**src/rtl/seg7_bcd_scan.sv**
```systemverilog
// N-digit multiplexed seven-segment display with a sequential double-dabble binary-to-BCD converter.
// Optional blink gating is built only when BLINK_EN is defined.
module seg7_bcd_scan #(
    parameter int unsigned NUM_DIGITS  = 4,
    parameter int unsigned VAL_W       = 14,
    parameter int unsigned CLK_HZ      = 50000000,
    parameter int unsigned SCAN_HZ     = 1000,
    parameter int unsigned BLINK_TICKS = 250
) (
    input  logic                  clk_50MHz,
    input  logic                  rst_n,
    input  logic [VAL_W-1:0]      value,
    input  logic                  load,
    output logic                  busy,
    output logic                  ovf,
    input  logic                  blink,
    output logic [NUM_DIGITS-1:0] an,
    output logic [6:0]            a_to_g
);

    localparam int unsigned DIV_RAW    = CLK_HZ / SCAN_HZ;
    localparam int unsigned DIV        = (DIV_RAW == 0) ? 1 : DIV_RAW;
    localparam int unsigned PRE_W      = (DIV > 1) ? $clog2(DIV) : 1;
    localparam int unsigned BCD_DIGITS = (VAL_W * 30103 + 99999) / 100000 + 1;
    localparam int unsigned BCD_W      = 4 * BCD_DIGITS;
    localparam int unsigned PAD_DIGITS = ((BCD_DIGITS > NUM_DIGITS) ? BCD_DIGITS : NUM_DIGITS) + 1;
    localparam int unsigned PAD_W      = 4 * PAD_DIGITS;
    localparam int unsigned DISP_W     = 4 * NUM_DIGITS;
    localparam int unsigned IDX_W      = (NUM_DIGITS > 1) ? $clog2(NUM_DIGITS) : 1;
    localparam int unsigned CNT_W      = $clog2(VAL_W + 1);

    typedef enum logic [1:0] {S_IDLE, S_SHIFT, S_COMMIT} state_t;

    state_t                  r_state;
    state_t                  w_state_nxt;
    logic [VAL_W-1:0]        r_shift;
    logic [BCD_W-1:0]        r_bcd;
    logic [BCD_W-1:0]        w_bcd_adj;
    logic [PAD_W-1:0]        w_pad;
    logic [CNT_W-1:0]        r_cnt;
    logic [DISP_W-1:0]       r_disp;
    logic [PRE_W-1:0]        r_pre;
    logic                    w_tick;
    logic [IDX_W-1:0]        r_idx;
    logic [NUM_DIGITS-1:0]   w_an;
    logic [NUM_DIGITS-1:0]   w_lz;
    logic                    w_lz_run;
    logic [3:0]              w_nib;
    logic                    w_blank;
    logic                    w_mute;
    logic [6:0]              w_seg;

    function automatic logic [6:0] f_seg(input logic [3:0] d);
        case (d)
            4'd0:    f_seg = 7'b0000001;
            4'd1:    f_seg = 7'b1001111;
            4'd2:    f_seg = 7'b0010010;
            4'd3:    f_seg = 7'b0000110;
            4'd4:    f_seg = 7'b1001100;
            4'd5:    f_seg = 7'b0100100;
            4'd6:    f_seg = 7'b0100000;
            4'd7:    f_seg = 7'b0001111;
            4'd8:    f_seg = 7'b0000000;
            4'd9:    f_seg = 7'b0000100;
            default: f_seg = 7'b1111111;
        endcase
    endfunction

    // Converter state register
    always_ff @(posedge clk_50MHz or negedge rst_n) begin
        if (!rst_n) r_state <= S_IDLE;
        else        r_state <= w_state_nxt;
    end

    always_comb begin
        w_state_nxt = r_state;
        case (r_state)
            S_IDLE:   if (load) w_state_nxt = S_SHIFT;
            S_SHIFT:  if (r_cnt == CNT_W'(VAL_W - 1)) w_state_nxt = S_COMMIT;
            S_COMMIT: w_state_nxt = S_IDLE;
            default:  w_state_nxt = S_IDLE;
        endcase
    end

    // Add-3 correction on every nibble before each shift
    always_comb begin
        w_bcd_adj = r_bcd;
        for (int i = 0; i < int'(BCD_DIGITS); i++) begin
            if (r_bcd[4*i +: 4] >= 4'd5) w_bcd_adj[4*i +: 4] = r_bcd[4*i +: 4] + 4'd3;
        end
    end

    // Upper padding digits are nonzero exactly when the value exceeds the display range
    assign w_pad = PAD_W'(r_bcd);

    always_ff @(posedge clk_50MHz or negedge rst_n) begin
        if (!rst_n) begin
            r_shift <= '0;
            r_bcd   <= '0;
            r_cnt   <= '0;
            r_disp  <= '0;
            ovf     <= 1'b0;
            busy    <= 1'b0;
        end else begin
            busy <= (w_state_nxt != S_IDLE);
            case (r_state)
                S_IDLE: if (load) begin
                    r_shift <= value;
                    r_bcd   <= '0;
                    r_cnt   <= '0;
                end
                S_SHIFT: begin
                    {r_bcd, r_shift} <= {w_bcd_adj, r_shift} << 1;
                    r_cnt            <= r_cnt + CNT_W'(1);
                end
                S_COMMIT: begin
                    r_disp <= w_pad[DISP_W-1:0];
                    ovf    <= |w_pad[PAD_W-1:DISP_W];
                end
                default: ;
            endcase
        end
    end

    assign w_tick = (r_pre == PRE_W'(DIV - 1));

    // Scan prescaler
    always_ff @(posedge clk_50MHz or negedge rst_n) begin
        if (!rst_n)      r_pre <= '0;
        else if (w_tick) r_pre <= '0;
        else             r_pre <= r_pre + PRE_W'(1);
    end

`ifdef BLINK_EN
    localparam int unsigned BT_W = $clog2(BLINK_TICKS + 1);
    logic [BT_W-1:0] r_bcnt;
    logic            r_phase;

    // Blink phase toggles every BLINK_TICKS scan ticks while blink is requested
    always_ff @(posedge clk_50MHz or negedge rst_n) begin
        if (!rst_n) begin
            r_bcnt  <= '0;
            r_phase <= 1'b0;
        end else if (!blink) begin
            r_bcnt  <= '0;
            r_phase <= 1'b0;
        end else if (w_tick) begin
            if (r_bcnt == BT_W'(BLINK_TICKS - 1)) begin
                r_bcnt  <= '0;
                r_phase <= ~r_phase;
            end else begin
                r_bcnt <= r_bcnt + BT_W'(1);
            end
        end
    end

    assign w_mute = blink & r_phase;
`else
    logic [1:0] w_unused_blink;
    assign w_unused_blink = {blink, BLINK_TICKS == 0};
    assign w_mute         = 1'b0;
`endif

    // Digit select, leading-zero blanking and segment decode
    always_comb begin
        w_nib    = 4'd0;
        w_blank  = 1'b0;
        w_lz_run = 1'b1;
        w_lz     = '0;
        for (int i = int'(NUM_DIGITS) - 1; i >= 0; i--) begin
            w_lz_run = w_lz_run & (r_disp[4*i +: 4] == 4'd0);
            w_lz[i]  = w_lz_run;
        end
        for (int i = 0; i < int'(NUM_DIGITS); i++) begin
            if (r_idx == IDX_W'(i)) begin
                w_nib   = r_disp[4*i +: 4];
                w_blank = (i != 0) && w_lz[i];
            end
        end
        w_an = ~(NUM_DIGITS'(1) << r_idx);
        if (w_mute || (w_blank && !ovf)) w_seg = 7'b1111111;
        else if (ovf)                    w_seg = 7'b1111110;
        else                             w_seg = f_seg(w_nib);
    end

    always_ff @(posedge clk_50MHz or negedge rst_n) begin
        if (!rst_n) begin
            r_idx  <= '0;
            an     <= '1;
            a_to_g <= 7'b1111111;
        end else if (w_tick) begin
            an     <= w_an;
            a_to_g <= w_seg;
            r_idx  <= (r_idx == IDX_W'(NUM_DIGITS - 1)) ? '0 : r_idx + IDX_W'(1);
        end
    end

endmodule

```
**config.mk**
```make
export PLATFORM = sky130hd
export DESIGN_NAME = seg7_bcd_scan
export DESIGN_NICKNAME = d
export VERILOG_FILES = /design/src/rtl/seg7_bcd_scan.sv
export SDC_FILE = /design/constraint.sdc
export NUM_CORES = 1
export LEC_CHECK = 0
export CORE_MARGIN = 4
export CORE_UTILIZATION = 25
export CTS_CLUSTER_SIZE = 28
export DETAILED_ROUTE_END_ITERATION = 7
export GPL_TIMING_DRIVEN = 0
export PLACE_DENSITY = 0.37
export SLEW_MARGIN = 0
export SYNTH_ARGS = -nofsm -noshare
export SYNTH_HDL_FRONTEND = slang
export SYNTH_SLANG_ARGS = --single-unit
export TNS_END_PERCENT = 10
```
**constraint.sdc**
```tcl
create_clock -name clk_50MHz -period 3.2 [get_ports clk_50MHz]
set_clock_uncertainty 0.15 [all_clocks]
set_input_delay 0.8 -clock clk_50MHz [delete_from_list [all_inputs] [get_ports clk_50MHz]]
set_output_delay 0.8 -clock clk_50MHz [all_outputs]
set_load 0.01 [all_outputs]
```
**Word-level counts from Yosys, hierarchy flattened**

Memory sizes are Yosys's and may differ from the RTL's.
Cells that the tools add are included.

- Shifts and indexed selects: 1
- $lt $le $gt $ge: 6
- Add/sub/neg operators: 9
- Muxes and demuxes: 26
- Eq/ne operators: 8
- Bitwise operators: 3
- Reductions and logical operators: 11

Operators with widths:

| kind | number |
|---|---|
| 24-bit case mux with 2 select lines | 1 |
| 4-bit 2-to-1 mux | 10 |
| 14-bit case mux with 2 select lines | 1 |
| 4-bit by 3-bit >= comparator with 1-bit output (second input constant) | 6 |
| 24-bit 2-to-1 mux | 1 |
| 4-bit by 2-bit adder with 4-bit output (second input constant) | 5 |
| 16-bit by 1-bit adder with 16-bit output (second input constant) | 1 |
| 16-bit == test (second input constant) | 1 |
| 16-bit 2-to-1 mux | 1 |
| 14-bit 2-to-1 mux | 1 |
| 7-bit 2-to-1 mux | 2 |
| 4-bit zero test | 3 |
| 4-bit case mux with 2 select lines | 1 |
| 8-bit OR reduction | 1 |
| 2-bit == test (second input constant) | 3 |
| 2-bit 2-to-1 mux | 3 |
| 4-bit by 1-bit adder with 4-bit output (second input constant) | 1 |
| 2-bit by 1-bit == test with 1-bit output (second input constant) | 2 |
| 4-bit == test (second input constant) | 1 |
| 2-bit zero test | 2 |
| 4-bit NOT | 1 |
| 2-bit case mux with 2 select lines | 1 |
| 2-bit nonzero test | 2 |
| 1-bit by 2-bit << shifter with 4-bit output (first input constant) | 1 |
| other kinds (9) | 12 |

- Output and inout port bits: 13
- ROM bits: 112
- Memories: 1
- Bits in registers: 91
- Word-level logic and storage cells: 76

Memories:

| memory | words | width | read ports | clocked after memory_dff | wr ports | RTL line | text |
|---|---|---|---|---|---|---|---|
| (name not given) | 16 | 7 | 1 | 0 | 0 | 54 | `case (d)` |

**Longest topological paths before layout**

- Depth after elaboration: 8
- Gate-level depth with buffers: 10
- Mapped depth without buffers: 9

**Worst setup path before layout**

OpenSTA, ideal clock, no wires.

- Kind: register to register
- Start: reg r_idx[0]
- End: reg a_to_g[2]
- Cell stages (with the launch flop): 10
- Path slack: 861 ps
- Arrival time: 2,120 ps
- Required time: 2,981 ps
- Buffers on the path: 1
- Path through: dfrtp_1 -> ha_1 -> buf_6 -> a211oi_1 -> a221o_1 -> inv_1 -> ha_1 -> mux2_4 -> a221o_1 -> o21ai_2

- Cells in the longest elaborated chain, start to end: 8
- Elaborated cells on any way between the ends: 15
- Those cells by class: eq/ne: 3; mux: 9; reduce/logical: 2; memory: 1

RTL lines:

| item | RTL line | text |
|---|---|---|
| start: declaration | 44 | `logic [IDX_W-1:0] r_idx;` |
| start signal: assignment | 194 | `r_idx <= (r_idx == IDX_W'(NUM_DIGITS - 1)) ? '0 : r_idx + IDX_W'(1);` |
| 2-bit zero test | 175 | `if (r_idx == IDX_W'(i)) begin` |
| 4-bit 2-to-1 mux (4 in a row) | 175 |  |
| memory read 16 x 7 bit | -- |  |
| 7-bit 2-to-1 mux | 182 | `else if (ovf) w_seg = 7'b1111110;` |
| 7-bit 2-to-1 mux (*) | 181 | `if (w_mute \|\| (w_blank && !ovf)) w_seg = 7'b1111111;` |
| end signal: assignment | 193 | `a_to_g <= w_seg;` |
| end: declaration | 18 | `output logic [6:0] a_to_g` |

Every way passes the cells marked *; elsewhere a longest branch is shown, timed or not.
A chain may end at the register's enable or synchronous reset.

**Worst setup path after layout**

- Start: in load
- End: reg r_bcd[4]

- Cells in the longest elaborated chain, start to end: 2

RTL lines:

| item | RTL line | text |
|---|---|---|
| start: declaration | 13 | `input logic load,` |
| 2-bit != test (no source line) | -- |  |
| 2-bit AND reduction (no source line) | -- |  |
| end signal: assignment | 113 | `{r_bcd, r_shift} <= {w_bcd_adj, r_shift} << 1;` |
| end: declaration | 37 | `logic [BCD_W-1:0] r_bcd;` |

No other way between the ends.

==> impl_metrics.env <==
export IMPL_drc=0
export IMPL_rows=49
export IMPL_io_buffers=29
export IMPL_drv_cap=0
export IMPL_io_pin_count=31
export IMPL_peakVddDrop_v=0.000312
export IMPL_post_place_cells=719
export IMPL_syn_area_um2=4700
export IMPL_via_per_inst=4.68
export IMPL_async_reset_ff_share_pct=100
export IMPL_cts_root_buffer="clkbuf_16"
export IMPL_power_frac_clock_pct=27.4
export IMPL_stdcell_count=735
export IMPL_min_path_type="input port to async pin"
export IMPL_worst_setup_path_start_kind="input port"
export IMPL_wl_met3_um=460
export IMPL_coreArea_um2=18200
export IMPL_wire_per_inst_um=15.4
export IMPL_path_class="input port to register"
export IMPL_layout_worst_path_cycle_share_pct=88.9
export IMPL_pwr_share_comb_pct=32.8
export IMPL_ant_nets=0
export IMPL_dieArea_um2=21100
export IMPL_grt_use_total_pct=11.2
export IMPL_post_cts_buffers=0
export IMPL_synthXorXnorAreaFrac_pct=4.29
export IMPL_numCtsBuffers=9
export IMPL_diodes=0
export IMPL_switchingPower_uw=1530
export IMPL_hold_ws_ps=247
export IMPL_synth_cell_types=52
export IMPL_antenna_found_initial=0
export IMPL_post_route_util_pct=31.0
export IMPL_synth_area_mux_share_pct=3.14
export IMPL_finalSetupViolCount=0
export IMPL_routed_wl_mm=11.3
export IMPL_nets=546
export IMPL_fp_dieW_um=145
export IMPL_syn_nets=505
export IMPL_htree_levels=3
export IMPL_holdBufCountCts=0
export IMPL_period_minus_slack_ps=2840
export IMPL_dr_max_layer_used="met4"
export IMPL_drv_slew=0
export IMPL_start_util_pct=25.8
export IMPL_fp_dieH_um=145
export IMPL_cts_sinks=91
export IMPL_cts_path_max_buffers=2
export IMPL_crit_path_end_kind="register"
export IMPL_clk_latency_ps=350
export IMPL_p_sw_share_pct=35.0
export IMPL_worst_slack_ps=356
export IMPL_synth_area_per_cell_um2=10.2
export IMPL_wl_met2_mm=5.07
export IMPL_internal_power_uw=2840
export IMPL_synth_top_family_by_area="compound AO/OA/AOI/OAI gates"
export IMPL_post_route_cells_drive_above_1_share_pct=10.7
export IMPL_outcome="finished clean"
export IMPL_synthSimpleGateAreaFrac_pct=14.7
export IMPL_yosys_warnings=0
export IMPL_synth_edf_count=0
export IMPL_ys_ff_latch=91
export IMPL_tightest_slew_ps=637
export IMPL_dr_pass1_iters=5
export IMPL_dp_slack_ps=-78.3
export IMPL_power_leakage_uw=0.00238
export IMPL_grt_overflow=0
export IMPL_synth_fa_ha_area_share_pct=7.19
export IMPL_gp_congestion=0.760
export IMPL_cp_required_ps=3240
export IMPL_hold_viol=0
export IMPL_grt_pass1_vias=3532
export IMPL_syn_inst=460
export IMPL_dr_total_vias=3443
export IMPL_max_freq_mhz=352
export IMPL_grt_max_degree=61
export IMPL_yosysSeqAreaShare_pct=48.7
export IMPL_syn_to_final_growth_pct=20.0
export IMPL_slew_headroom_pct=57.5
export IMPL_cp_arrival_ps=2880
export IMPL_synth_compound_area_share_pct=18.1
export IMPL_cp_max_fo=10
export IMPL_seq_power_share_pct=39.9
export IMPL_rsz0062_at_grt="false"
export IMPL_clk_pin_slew_ps=70
export IMPL_ctsResizeCount=0
export IMPL_synth_flop_cell="dfrtp_1"
export IMPL_dp_hpwl_mm=8.06
export IMPL_cts_tree="done"
export IMPL_power_density_nw_per_um2=775
export IMPL_met1_length_mm=5.69
export IMPL_grt_first_pass_wirelength_mm=19.3
export IMPL_drt_initial_drc_count=150
worst max-delay path, cell delays in order:
cell and delay, ps:
clkdlybuf4s50_1 620, nor2_1 60, or2_2 270, clkbuf_1 290
inv_1 170, clkbuf_1 480, o32ai_1 190
metal layers:
layer	track usage, %	up-vias
met4	2.99	0
met2	17.3	39
met5	0	-
met3	3.09	6
li1	-	1713
met1	15.6	1685
sequential cells by signal, indices dropped and copies added, names as in the netlist, 2 cells and up:
signal	flops
a_to_g	7
r_shift	14
r_bcd	24
r_idx	2
r_pre	16
r_cnt	4
r_disp	16
r_state	2
an	4
stage by stage:
step                      power, uW  area, um^2  setup TNS, ps
final                          4370        5640              0
after global routing           4720        5640              0
after CTS                      4450        5640              0
after detailed placement       3220        5300           -449
after global placement         3190        5280        -225680
after floorplan                2770        4700              0
synth_stat cells, drive strengths merged (2+ instances only):
cell / n / area [um^2]
dfrtp: 80 / 2000
o21ai: 43 / 219
a21oi: 35 / 179
nand2: 35 / 131
ha: 27 / 338
nor2: 24 / 90.1
nor2b: 20 / 125
inv: 19 / 71.3
clkbuf: 15 / 56.3
a22oi: 13 / 97.6
xor2: 12 / 105
dfstp: 11 / 289
mux2: 11 / 128
xnor2: 11 / 96.3
nand2b: 10 / 62.6
buf: 8 / 52.6
o31ai: 8 / 60.1
o22ai: 7 / 43.8
a32o: 6 / 60.1
nand3: 6 / 30.0
o32ai: 5 / 43.8
and3: 4 / 25.0
nand3b: 4 / 30.0
nor3b: 4 / 30.0
nor4: 4 / 31.3
a211oi: 3 / 22.5
and4: 3 / 26.3
nor3: 3 / 15.0
o211ai: 3 / 22.5
a211o: 2 / 17.5
a21o: 2 / 15.0
a221o: 2 / 20.0
a22o: 2 / 17.5
and2: 2 / 12.5
mux2i: 2 / 20.0
nand4: 2 / 12.5
or2: 2 / 12.5
worst paths after layout:
| path | startpoint | to | slack [ps] | depth (start not counted) |
|---|---|---|---|---|
| worst max-delay path | load | r_bcd[4] | 360 | 7 |
| worst max register to register | r_idx[0] | a_to_g[2] | 630 | 9 |
| worst min-delay path | rst_n | r_pre[5] | 250 | 1 |
| worst min register to register | an[2] | an[2] | 330 | 2 |
| max in group asynchronous | rst_n | r_shift[3] | 1990 | 2 |
| min in group clk_50MHz | an[2] | an[2] | 330 | 2 |
layout make-up:
cell class | count | area [um^2]
well taps | 229 | 287
fillers | 1847 | 12600
multi-input cells | 327 | 2230
flip-flops and latches | 91 | 2290
inverters | 19 | 71.3
plain buffers | 23 | 109
clock inverters | 5 | 85.1
clock buffers | 11 | 253
repair buffers | 30 | 315
power by group through the flow:
stage               combinational, uW  sequential (uW)  clock (uW)
global placement                 1430             1760           0
global route                     1640             1790        1290
floorplan                        1100             1670           0
detailed placement               1450             1760           0
finish                           1430             1740        1200
CTS                              1460             1740        1250
cell families after synthesis:
| family | Yosys count |
|---|---|
| AOI/OAI and AO/OA | 135 |
| xor gates and xnor gates | 23 |
| adders and majority gates | 27 |
| buffers and inverters | 42 |
| DFF | 91 |
| muxes | 13 |
| and+or+nand+nor | 129 |
placed cells by master, fill, tap and decap left out, types with 4 or more instances in the layout:
cell / synthesis / routed
xor2_1: 12 / 12
o21ai_0: 42 / 42
nor2b_1: 20 / 20
inv_1: 19 / 19
and3_1: 4 / 4
dfrtp_1: 80 / 80
dfstp_2: 11 / 11
clkdlybuf4s50_1: 0 / 28
nand3b_1: 4 / 4
nand2b_1: 10 / 10
mux2_2: 10 / 10
o22ai_1: 7 / 7
a22oi_1: 13 / 13
xnor2_1: 11 / 11
clkbuf_1: 15 / 15
clkbuf_16: 0 / 9
nor3b_1: 4 / 4
ha_1: 27 / 27
nand3_1: 6 / 6
nand2_1: 35 / 35
o32ai_1: 5 / 5
buf_2: 6 / 6
a21oi_1: 34 / 34
o31ai_1: 8 / 8
nor2_1: 24 / 24
a32o_1: 6 / 6
Power figures use the tool's default switching activity.
